`config.mk`:
```
export PLATFORM = sky130hd
export DESIGN_NAME = button_event_debouncer
export DESIGN_NICKNAME = d
export VERILOG_FILES = /design/src/rtl/button_event_debouncer.sv
export SDC_FILE = /design/constraint.sdc
export NUM_CORES = 1
export LEC_CHECK = 0
export CORE_AREA = 5 5 145 147
export DETAILED_ROUTE_END_ITERATION = 8
export DIE_AREA = 0 0 150 152
export GPL_ROUTABILITY_DRIVEN = 0
export MAX_ROUTING_LAYER = met4
export PLACE_DENSITY = 0.57
export SLEW_MARGIN = 30
export SYNTH_ARGS = -nofsm -noshare
export SYNTH_HDL_FRONTEND = slang
export SYNTH_SLANG_ARGS = --single-unit
```
`constraint.sdc`:
```
create_clock -name clk -period 5 [get_ports clk]
set_input_delay 1 -clock clk [delete_from_list [all_inputs] [get_ports clk]]
set_output_delay 1 -clock clk [all_outputs]
set_load 0.005 [all_outputs]
```
`src/rtl/button_event_debouncer.sv`:
```
// Five-channel push-button front end: two-flop synchroniser, per-channel
// debounce FSM, clean level/edge outputs and a fixed-priority press-event queue.
module button_event_debouncer #(
  parameter int N_BTN           = 5,
  parameter int DEBOUNCE_CYCLES = 1000000,
  parameter int CNT_W           = 20,
  parameter int IDX_W           = 3
) (
  input  logic             clk,
  input  logic             reset,
  input  logic [N_BTN-1:0] btn_n,
  output logic [N_BTN-1:0] pressed,
  output logic [N_BTN-1:0] press_pulse,
  output logic [N_BTN-1:0] release_pulse,
  output logic             ev_valid,
  output logic [IDX_W-1:0] ev_btn,
  input  logic             ev_ready,
  output logic             ev_overflow
);

  typedef enum logic [1:0] {
    UP      = 2'd0,
    WAIT_DN = 2'd1,
    DOWN    = 2'd2,
    WAIT_UP = 2'd3
  } state_e;

  localparam logic [CNT_W-1:0] CNT_LAST = CNT_W'(DEBOUNCE_CYCLES - 1);

  logic [N_BTN-1:0] s1, s2;
  logic [N_BTN-1:0] accept_press;
  logic [N_BTN-1:0] pending;
  logic [N_BTN-1:0] grant;

  // Raw pins are asynchronous; s2 is the only copy the debouncer may look at.
  // NOTE: all sequential state uses non-blocking assignments so every flop
  // samples the pre-edge values regardless of statement order.
  always_ff @(posedge clk or posedge reset) begin
    if (reset) begin
      s1 <= '1;
      s2 <= '1;
    end else begin
      s1 <= btn_n;
      s2 <= s1;
    end
  end

  for (genvar g = 0; g < N_BTN; g++) begin : g_chan
    state_e           state;
    logic [CNT_W-1:0] cnt;

    assign accept_press[g] = (state == WAIT_DN) && !s2[g] && (cnt == CNT_LAST);

    always_ff @(posedge clk or posedge reset) begin
      if (reset) begin
        state            <= UP;
        cnt              <= '0;
        pressed[g]       <= 1'b0;
        press_pulse[g]   <= 1'b0;
        release_pulse[g] <= 1'b0;
      end else begin
        press_pulse[g]   <= 1'b0;
        release_pulse[g] <= 1'b0;
        unique case (state)
          UP: begin
            if (!s2[g]) begin
              state <= WAIT_DN;
              cnt   <= CNT_W'(1);
            end
          end
          WAIT_DN: begin
            if (s2[g]) begin
              state <= UP;
              cnt   <= '0;
            end else if (cnt == CNT_LAST) begin
              state          <= DOWN;
              cnt            <= '0;
              pressed[g]     <= 1'b1;
              press_pulse[g] <= 1'b1;
            end else begin
              cnt <= cnt + CNT_W'(1);
            end
          end
          DOWN: begin
            if (s2[g]) begin
              state <= WAIT_UP;
              cnt   <= CNT_W'(1);
            end
          end
          WAIT_UP: begin
            if (!s2[g]) begin
              state <= DOWN;
              cnt   <= '0;
            end else if (cnt == CNT_LAST) begin
              state            <= UP;
              cnt              <= '0;
              pressed[g]       <= 1'b0;
              release_pulse[g] <= 1'b1;
            end else begin
              cnt <= cnt + CNT_W'(1);
            end
          end
          default: begin
            state <= UP;
            cnt   <= '0;
          end
        endcase
      end
    end
  end

  // Fixed priority: lowest pending index is offered; scan downward so it wins.
  // NOTE: every combinational output gets a default before any conditional
  // assignment, so no latch is inferred.
  always_comb begin
    ev_btn = '0;
    for (int i = N_BTN - 1; i >= 0; i--) begin
      if (pending[i]) ev_btn = IDX_W'(i);
    end
  end

  assign ev_valid = |pending;
  assign grant    = (ev_valid && ev_ready) ? (N_BTN'(1) << ev_btn) : '0;

  // A press landing on the edge its own event is granted re-arms the bit
  // instead of counting as lost.
  always_ff @(posedge clk or posedge reset) begin
    if (reset) begin
      pending     <= '0;
      ev_overflow <= 1'b0;
    end else begin
      pending <= (pending & ~grant) | accept_press;
      if (|(accept_press & pending & ~grant)) ev_overflow <= 1'b1;
    end
  end

endmodule
```
# --- Yosys cells after proc, flatten, opt, wreduce, memory -nomap -nowiden ---
# Cells that the tools add are included.
word_totals:
  in_bits: 8
  reg_bits: 141
op_classes:
  shift: 1
  n_mux: 121
  n_addsub: 5
  n_eq_ne: 60
  n_bitwise: 5
  n_reduce_logical: 43
op_table:
  columns: ["op", "count"]
  rows:
  - ["two-way mux 20 bit", 25]
  - ["case mux 20 bit (4 select lines)", 5]
  - ["adder 20 x 1 -> 20 bit, second input constant", 5]
  - ["== test 20 bit, second input constant", 5]
  - ["two-way mux 2 bit", 30]
  - ["!= test 2 bit, second input constant", 25]
  - ["two-way mux 1 bit", 45]
  - ["case mux 2 bit (4 select lines)", 5]
  - ["AND reduction 5 bit", 5]
  - ["== test 2 bit, second input constant", 10]
  - ["AND reduction 4 bit", 5]
  - ["AND 5 bit", 3]
  - ["two-way mux 3 bit", 5]
  - ["!= test 3 x 2 -> 1 bit, second input constant", 5]
  - ["!= test 3 bit, second input constant", 5]
  - ["logical AND 1 bit", 11]
  - ["== test 2 x 1 -> 1 bit, second input constant", 5]
  - ["logical NOT 2 bit", 5]
  - ["!= test 2 x 1 -> 1 bit, second input constant", 5]
  - ["case mux 1 bit (2 select lines)", 5]
  - ["AND reduction 2 bit", 5]
  - ["nonzero test 2 bit", 5]
  - ["OR reduction 5 bit", 2]
  - ["logical NOT 1 bit", 5]
  - ["other kinds (4)", 4]

# --- Logic depth before layout (Yosys ltp) ---
# Gate-level depths: netlist of run 1.
depth:
  depth_word: 10
  depth_mapped: 8
  ltp_nobuf: 6

# --- Worst setup path before layout of run 1 ---
# OpenSTA, ideal clock, no wires.
synth_path:
  path_kind: "flip-flop to flip-flop"
  startpoint: "reg g_chan[3].cnt[0]"
  endpoint: "reg g_chan[3].cnt[16]"
  n_path_buf: 2
  slack_ns: 2.952
  stages_incl_launch_ff: 9
  period_less_slack_ns: 2.048
  required_ns: 4.918
  arrival_ns: 1.966
  cell_sequence: "dfrtp_1 ha_1 nand3_1 and4bb_2 a21oi_1 buf_2 buf_2 nand2_1 a31oi_1"
synth_via:
  elab_chain_len: 4
synth_lines:
  columns: ["item", "line", "text"]
  rows:
  - ["start: declaration", "50", "logic [CNT_W-1:0] cnt;"]
  - ["start signal: assignment", "81", "cnt <= cnt + CNT_W'(1);"]
  - ["start signal: assignment", "100", "cnt <= cnt + CNT_W'(1);"]
  - ["adder 20 x 1 -> 20 bit or == test 20 bit (tied branches)", null, null]
  - ["two-way mux 20 bit (*)", "75, 94", null]
  - ["two-way mux 20 bit (on tied branches)", "91, 72", null]
  - ["case mux 20 bit (4 select lines) (*)", "64", "unique case (state)"]
# Mark *: on every way between the ends. The rest lies on a longest branch, timed or not.
# A chain may end at the register's enable or synchronous reset.

# --- Worst setup path after layout of run 1 ---
layout_path:
  startpoint: "reg pending[0]"
  endpoint: "out ev_btn[2]"
layout_via:
  elab_chain_len: 1
layout_lines:
  columns: ["item", "line", "text"]
  rows:
  - ["start: declaration", "32", "logic [N_BTN-1:0] pending;"]
  - ["start signal: assignment", "132", "pending <= (pending & ~grant) | accept_press;"]
  - ["two-way mux 3 bit", "118", "if (pending[i]) ev_btn = IDX_W'(i);"]
  - ["end: declaration", "16", "output logic [IDX_W-1:0] ev_btn,"]
# No other way between the ends.

==> results of run 1 <==
Yosys cell counts, drive strengths merged (3+ instances only):
cell and number:
and2 11, inv 31, nand2 95, dfrtp 131, or2 9, mux2i 5, o211ai 5, nor4 17
nor3b 3, a21oi 59, a21o 9, nor3 16, a31oi 59, clkbuf 21, a221o 3, and3 15
nand3 55, buf 15, o21bai 3, or3 13, a22o 7, nor2 40, o21ai 42, and4 9
xnor2 8, o21a 7, nand2b 15, dfstp 10, ha 6, xor2 4, nor4bb 3, a41oi 11
nand4 27, or4 7, nor4b 7, or4b 3
power by group through the flow:
stage               logic [mW]  clock network, mW  registers [mW]
floorplan                0.395                  0            1.31
global placement         0.450                  0            1.37
detailed placement       0.457                  0            1.37
CTS                      0.458               1.45            1.35
global route             0.521               1.49            1.37
finish                   0.451               1.41            1.35
cells by family after synthesis:
| family | after synthesis | synth area share, % |
|---|---|---|
| AO/OA/AOI/OAI | 224 | 19.1 |
| XOR/XNOR | 12 | 1.43 |
| adder cells (fa/ha/maj) | 6 | 1.02 |
| buffers and inverters | 67 | 3.73 |
| flip-flops | 141 | 48.2 |
| multiplexers | 5 | 0.682 |
| AND/OR/NAND/NOR | 350 | 25.8 |
flip-flops by register name, summed over array words and instances (netlist names), named ones only:
name,count
s1,5
ev_overflow,1
s2,5
g_chan.cnt,100
press_pulse,5
g_chan.state,5
pressed,5
release_pulse,5
pending,5
per-layer routing:
layer  GRT usage, %  up-vias  wire length [microns]
met5              -        -                      0
met4           3.57        0                    115
met3           3.28       10                    487
met2           22.8       76                   7470
met1           22.5     2916                   8560
li1               -     3043                      -
critical path, cell delays in order (launching register included):
cell             delay [ns]
dfrtp_1                0.42
nor4_1                 0.64
and2_1                 0.21
clkdlybuf4s50_1        0.50
final timing paths:
kind | startpoint | to | slack, ns | cells past startpoint
max | pending[0] | ev_btn[2] | 1.81 | 3
min | s1[4] | s2[4] | 0.35 | 0
min reg2reg | s1[4] | s2[4] | 0.35 | 0
max in group asynchronous | reset | s2[0] | 2.92 | 3
min in group asynchronous | reset | g_chan[3].cnt[10] | 1.14 | 2
max reg2reg | g_chan[2].cnt[11] | g_chan[2].cnt[8] | 2.49 | 6
area by class of cell:
type                    count  area (sq um)  area share, %
clock buffers              19           453           5.31
flip-flops and latches    141          3540           41.5
inverters                  31           121           1.42
clock inverters            13           213           2.49
repair buffers             33           315           3.70
multi-input cells         597          3550           41.6
well taps                 270           338           3.96
metrics by stage:
step           hold slack (ns)  utilization [%]
2_1_floorplan            0.345                -
3_3_place_gp             0.347             39.7
3_5_place_dp             0.347             39.8
4_1_cts                  0.356             43.1
5_1_grt                  0.359             43.1
6_report                 0.355             43.1
==> run summary, run 1 <==
run status: finished clean
Int Pwr: 2.29 mW
CP endpoint kind: primary output
final setup violation count: 0
TritonCTS Sinks: 141
post-CTS sizing: 0
Slew @ Worst Pin: 0.840 ns
RSZ-0062 raised after global routing: no
Synth Cell Area: 7340 sq um
synth warn: 0
DR vias: 6,045
non-filler cells in the finished layout: 1,104
sequential share of the synthesized area: 48.2%
clk buf depth: 2
row cnt: 52
worst slack, placed: 2.19 ns
worst min path class: reg2reg
P_leak: 3.41 nW
vias in the first global route: 5,704
first-pass GRT wire length: 28,800 microns
worst setup path class: reg2out
Post-CTS Setup Bufs: 0
clock share of power: 43.9%
hold_buf cts: 0
Design Area, Final: 8530 sq um
critical path arrival: 2.19 ns
chip width: 150 microns
DRT Wirelength: 16,600 microns
CTS Root Cell: clkbuf_16
synthesized instance count: 805
endpoints failing hold: 0
top cell type's share of synthesized area: 44.7%
Syn Nets: 819
Sw Ratio: 28.8%
All-Layer GR Usage: 15.7%
top cells by area, synth: dfrtp_1 (45%), a31oi_1 (5.0%), nand2_1 (4.8%)
average wire per standard cell: 15.1 microns
total negative slack: 0 ns
Placed Area: 7860 sq um
IO buf count: 27
Layout area overhead: 16.2%
Worst-path clk slew: 0.06 ns
Vias/cell: 5.48
nets@finish: 835
ANT cells: 0
hpwl dp: 11,000 microns
proportion of layout cells with a drive suffix above 1: 8.63%
Synth Area per Inst: 9.12 sq um
DRT antenna net count: 0
area leader, netlist: dfrtp_1
crit path max fanout: 5
most common cell after layout, fill and taps aside: dfrtp_1
period utilisation layout: 63.8%
CTS buffer count: 17
asr flop ratio synth: 100%
Power Total: 3.21 mW
Worst Setup Start Kind: register
max cap viols: 0
largest net degree at the start of global routing: 91
I/O Pins: 28
Final Worst Setup Slack: 1.81 ns
DIE HEIGHT: 152 microns
flops & latches, synth: 141
normalized max-slew margin: 43.5%
post-layout min period: 3.19 ns
top_reg_cell synth: dfrtp_1
core area: 19,800 sq um
count of cell types in the netlist: 64
dpl cells: 1,072
Final Skew: 0.0215 ns
Max Fclk: 314 MHz
share of power burned in registers: 42.1%
P_sw: 0.925 mW
Die Area: 22,800 sq um
PD cells: 377 nW/um^2
most frequent cells in the layout: dfrtp_1 (131), nand2_1 (94), a31oi_1 (59), nand3_1 (55), a21oi_1 (55)
antenna violations before repair: 0
Required @ worst endpoint: 4.00 ns
Initial Utilization: 37.1%
Max VDD drop: 205 uV
Pre-antenna DRT Iters: 5
share of power burned in combinational logic: 14.0%
Overflow after GRT: 0
worst skew pair latency: 0.42 ns
Max Slew Vio Count: 0
CTS tree: yes
number of flops mapped to enable cells by yosys: 0
number of fill cells: 1,944
DR iter-0 viols: 418
DR DRC count: 0
H-tree depth: 4
No activity file was read; power rests on OpenSTA's default activity.
==> run 2: changes to the inputs <==
- clock period: 5 -> 2.6 ns (I/O delays scaled with it)
==> run summary, run 2 (synthesized netlist as in run 1, its figures left out) <==
Final Util: 43.6% (+0.46 points)
most common cell after layout, fill and taps aside: dfrtp_1
chip width: 150 microns (unchanged)
Worst Setup Start Kind: register
Max Fclk: 398 MHz
PD cells: 706 nW/um^2 (+87%)
Max Slew Vio Count: 0 (unchanged)
H-tree depth: 4 (unchanged)
IO buf count: 27 (unchanged)
DRT antenna net count: 0 (unchanged)
DR iter-0 viols: 469 (+12%)
period utilisation layout: 96.6%
DRT Wirelength: 16,600 microns (-0.42%)
Placed Area: 7990 sq um (+1.5%)
crit path max fanout: 5 (unchanged)
All-Layer GR Usage: 15.5% (-0.12 points)
Initial Utilization: 37.1% (unchanged)
Pre-antenna DRT Iters: 5 (unchanged)
most frequent cells in the layout: dfrtp_1 (131), nand2_1 (94), a31oi_1 (59), nand3_1 (55), a21oi_1 (55)
worst r2r path cells: 7 (+1)
nets@finish: 849 (+1.7%)
CTS buffer count: 17 (unchanged)
proportion of layout cells with a drive suffix above 1: 10.1% (+1.5 points)
critical path arrival: 1.99 ns (-0.20 ns)
Worst Hold Slack: 0.356 ns (+0.00141 ns)
Layout area overhead: 17.5%
first-pass GRT wire length: 28,500 microns (-1.2%)
Largest register FFs: 100 (unchanged)
hold_buf cts: 0 (unchanged)
Power Total: 6.09 mW (+89%)
final setup violation count: 0 (unchanged)
antenna violations before repair: 0 (unchanged)
run status: finished clean
DIE HEIGHT: 152 microns (unchanged)
Final Skew: 0.0108 ns (-0.0107 ns)
vias in the first global route: 5,659 (-0.79%)
DR DRC count: 0 (unchanged)
Worst-path clk slew: 0.06 ns (about the same)
Overflow after GRT: 0 (unchanged)
normalized max-slew margin: 47.4% (+3.9 points)
endpoints failing hold: 0 (unchanged)
DR vias: 6,153 (+1.8%)
worst setup path class: reg2out
worst skew pair latency: 0.42 ns (about the same)
Crit. Startpoint: pending[0]
largest net degree at the start of global routing: 71 (-22%)
flop2flop setup slack: 0.30 ns (-2.19 ns)
Biggest register: g_chan.cnt
Final Worst Setup Slack: 0.0872 ns (-1.72 ns)
worst slack, placed: 0.304 ns (-1.89 ns)
worst min path class: reg2reg
hpwl dp: 11,200 microns (+2.4%)
Vias/cell: 5.50 (+0.51%)
Post-CTS Setup Bufs: 0 (unchanged)
Max VDD drop: 398 uV (+94%)
CTS Root Cell: clkbuf_16
post-layout min period: 2.51 ns
row cnt: 52 (unchanged)
Required @ worst endpoint: 2.08 ns (-1.92 ns)
Slew @ Worst Pin: 0.782 ns (-0.0584 ns)
max cap viols: 0 (unchanged)
worst setup path end: ev_btn[2]
core area: 19,800 sq um (unchanged)
CP endpoint kind: primary output
P_leak: 3.47 nW (+1.8%)
Design Area, Final: 8620 sq um (+1.1%)
worst r2r src: g_chan[2].cnt[0]
I/O Pins: 28 (unchanged)
R2R Path End: g_chan[2].cnt[14]
Die Area: 22,800 sq um (unchanged)
clk buf depth: 2 (unchanged)
TritonCTS Sinks: 141 (unchanged)
CTS tree: yes
average wire per standard cell: 14.8 microns (-1.7%)
ANT cells: 0 (unchanged)
[run 2: cell count changes in the layout (fill, tap and decap cells not counted), sizes merged]
cell / delta
clkinvlp: +2
bufinv: -1
buf: +14
clkbuf: -2
clkinv: +2
inv: -1
[run 2: final cells by class]
class,instances,area [sq um]
timing repair buffer,47,445
clock buffer,17,425
tap,270,338
inverter,31,120
multi-input combinational,597,3560
clock inverter,15,196
sequential,141,3540
fill,1914,11200
[run 2: metal layers]
metal / track usage [%] / up-vias / wire length [microns]
li1: - / 3079 / -
met1: 22.5 / 2972 / 8520
met2: 22.1 / 89 / 7320
met3: 3.28 / 13 / 534
met4: 4.27 / 0 / 193
met5: - / - / 0
[run 2: what timing repair did]
item	4_1_cts	5_1_grt
gates resized for setup	1	1
cloned	0	0
setup endpoints to repair	1	1
[run 2: worst max-delay path: stages (launching register included)]
cell and delay [ns]:
dfrtp_1 0.44, nor4_4 0.34, buf_4 0.18, and2_1 0.12
clkdlybuf4s50_1 0.50
[run 2: per-stage QoR]
stage	std cells	TNS, ns
global route	1118	-0.00594
finish	1118	0
global placement	1086	0
detailed placement	1086	0
floorplan	805	0
CTS	1118	0
[run 2: worst min-delay path by stage]
stage / startpoint / end / slack (ns) / cells after the start
floorplan: s1[0] / s2[0] / 0.35 / 0
global placement: s1[2] / s2[2] / 0.35 / 0
detailed placement: s1[4] / s2[4] / 0.35 / 0
CTS: s1[4] / s2[4] / 0.36 / 0
global route: s1[4] / s2[4] / 0.36 / 0
finish: s1[4] / s2[4] / 0.36 / 0
[run 2: power by group]
part           internal (mW)  switching [mW]
Clock                   1.60           0.971
Combinational          0.331           0.586
Sequential              2.35           0.250
==> run 3: changes to the inputs <==
- PLACE_DENSITY: 0.57 -> default
- PLACE_DENSITY_LB_ADDON: default -> 0.1
==> run summary, run 3 (synthesized netlist as in run 1, its figures left out) <==
run status: finished clean
P_sw: 1.76 mW (-2.5%)
dpl cells: 1,085 (-0.092%)
worst skew pair latency: 0.41 ns (about the same)
Final Worst Setup Slack: 0.125 ns (+0.0378 ns)
TritonCTS Sinks: 141 (unchanged)
Power Total: 5.81 mW (-4.6%)
Final Util: 43.3% (-0.33 points)
period utilisation layout: 95.2% (-1.5 points)
nets@finish: 848 (-0.12%)
R2R Path End: g_chan[0].cnt[5]
share of power burned in registers: 44.7% (+2.0 points)
P_leak: 3.44 nW (-1.0%)
DRT antenna net count: 0 (unchanged)
worst slack, placed: 0.122 ns (-0.181 ns)
All-Layer GR Usage: 15.6% (+0.041 points)
Worst Setup Start Kind: register
CP endpoint kind: primary output
Max VDD drop: 415 uV (+4.2%)
Max Fclk: 404 MHz (+1.5%)
antenna violations before repair: 0 (unchanged)
worst min path class: reg2reg
endpoints failing hold: 0 (unchanged)
DR vias: 6,171 (+0.29%)
DRT Wirelength: 16,800 microns (+1.2%)
hold_buf cts: 0 (unchanged)
share of power burned in combinational logic: 15.9% (+0.9 points)
Worst-path clk slew: 0.06 ns (about the same)
clock share of power: 39.4% (-2.9 points)
hold path endpoint: s2[4]
H-tree depth: 4 (unchanged)
Design Area, Final: 8560 sq um (-0.75%)
worst r2r src: g_chan[0].cnt[0]
Post-CTS Setup Bufs: 0 (unchanged)
DR iter-0 viols: 309 (-34%)
CTS tree: yes
row cnt: 52 (unchanged)
CTS buffer count: 17 (unchanged)
Slew @ Worst Pin: 0.794 ns (+0.0123 ns)
most common cell after layout, fill and taps aside: dfrtp_1
critical path arrival: 1.95 ns (-0.04 ns)
largest net degree at the start of global routing: 56 (-21%)
number of fill cells: 1,934 (+1.0%)
post-CTS sizing: 0 (-1)
DIE HEIGHT: 152 microns (unchanged)
Layout area overhead: 16.6%
Largest register FFs: 100 (unchanged)
Sw Ratio: 30.3% (+0.67 points)
crit path max fanout: 5 (unchanged)
PD cells: 679 nW/um^2 (-3.9%)
Biggest register: g_chan.cnt
RSZ-0062 raised after global routing: no
first-pass GRT wire length: 28,700 microns (+0.63%)
clk buf depth: 2 (unchanged)
ANT cells: 0 (unchanged)
non-filler cells in the finished layout: 1,117 (-0.089%)
min-delay src: s1[4]
Worst Hold Slack: 0.356 ns (-0.000160 ns)
WHS Path Cells: 0 (unchanged)
Max Slew Vio Count: 0 (unchanged)
most frequent cells in the layout: dfrtp_1 (131), nand2_1 (94), a31oi_1 (59), nand3_1 (55), a21oi_1 (55)
Initial Utilization: 37.1% (unchanged)
Overflow after GRT: 0 (unchanged)
proportion of layout cells with a drive suffix above 1: 9.68% (-0.46 points)
post-layout min period: 2.47 ns (-0.0378 ns)
DR DRC count: 0 (unchanged)
hpwl dp: 11,500 microns (+2.4%)
Die Area: 22,800 sq um (unchanged)
vias in the first global route: 5,734 (+1.3%)
Placed Area: 8000 sq um (+0.17%)
worst setup path class: reg2out
Vias/cell: 5.52 (+0.38%)
IO buf count: 27 (unchanged)
worst r2r path cells: 7 (unchanged)
normalized max-slew margin: 46.6% (-0.83 points)
flop2flop setup slack: 0.34 ns (+0.04 ns)
final setup violation count: 0 (unchanged)
chip width: 150 microns (unchanged)
average wire per standard cell: 15.0 microns (+1.3%)
Pre-antenna DRT Iters: 5 (unchanged)
core area: 19,800 sq um (unchanged)
CTS Root Cell: clkbuf_16
max cap viols: 0 (unchanged)
I/O Pins: 28 (unchanged)
Required @ worst endpoint: 2.08 ns (about the same)
Int Pwr: 4.05 mW (-5.5%)
Final Skew: 0.00922 ns (-0.00154 ns)
total negative slack: 0 ns (unchanged)
[run 3: changes by cell type in the layout (fill, tap and decap cells not counted), moves of 2 or more]
cell	before	now
clkbuf_1	0	2
buf_4	18	15
bufinv_16	4	1
buf_12	2	4
clkbuf_8	0	2
[run 3: worst max path at each step]
| stage | depth (start not counted) | endpoint | startpoint | slack (ns) |
|---|---|---|---|---|
| after global routing | 3 | ev_btn[2] | pending[0] | 0.006 |
| after global placement | 6 | g_chan[1].cnt[3] | s2[1] | 0.30 |
| after floorplan | 1 | async pin | reset | 0.33 |
| after detailed placement | 6 | g_chan[1].cnt[7] | s2[1] | 0.12 |
| after CTS | 3 | ev_btn[2] | pending[0] | 0.1 |
| final | 3 | ev_btn[2] | pending[0] | 0.13 |
[run 3: layer usage]
| layer | part of all wire, % | track usage [%] |
|---|---|---|
| met4 | 1.0 | 4.01 |
| met5 | 0 | - |
| met2 | 45 | 22.2 |
| met3 | 3.4 | 3.60 |
| met1 | 51 | 22.5 |
[run 3: critical path: stages, from the launching register on]
cell             delay [ns]
dfrtp_1                0.42
nor4_1                 0.42
and2_1                 0.20
clkdlybuf4s50_1        0.50
[run 3: layout make-up]
class	count	area, sq um	share of cell area, %
sequential	141	3540	41.4
multi-input combinational	597	3540	41.4
timing repair buffer	46	463	5.41
clock buffer	21	460	5.38
tap	270	338	3.95
inverter	31	120	1.40
clock inverter	11	93.8	1.10
[run 3: power by group through the flow]
stage | combinational [mW] | sequential, mW | clock, mW
6_report | 0.925 | 2.60 | 2.29
5_1_grt | 1.05 | 2.63 | 2.45
4_1_cts | 0.931 | 2.59 | 2.35
3_5_place_dp | 0.926 | 2.63 | 0
3_3_place_gp | 0.913 | 2.62 | 0
2_1_floorplan | 0.760 | 2.52 | 0
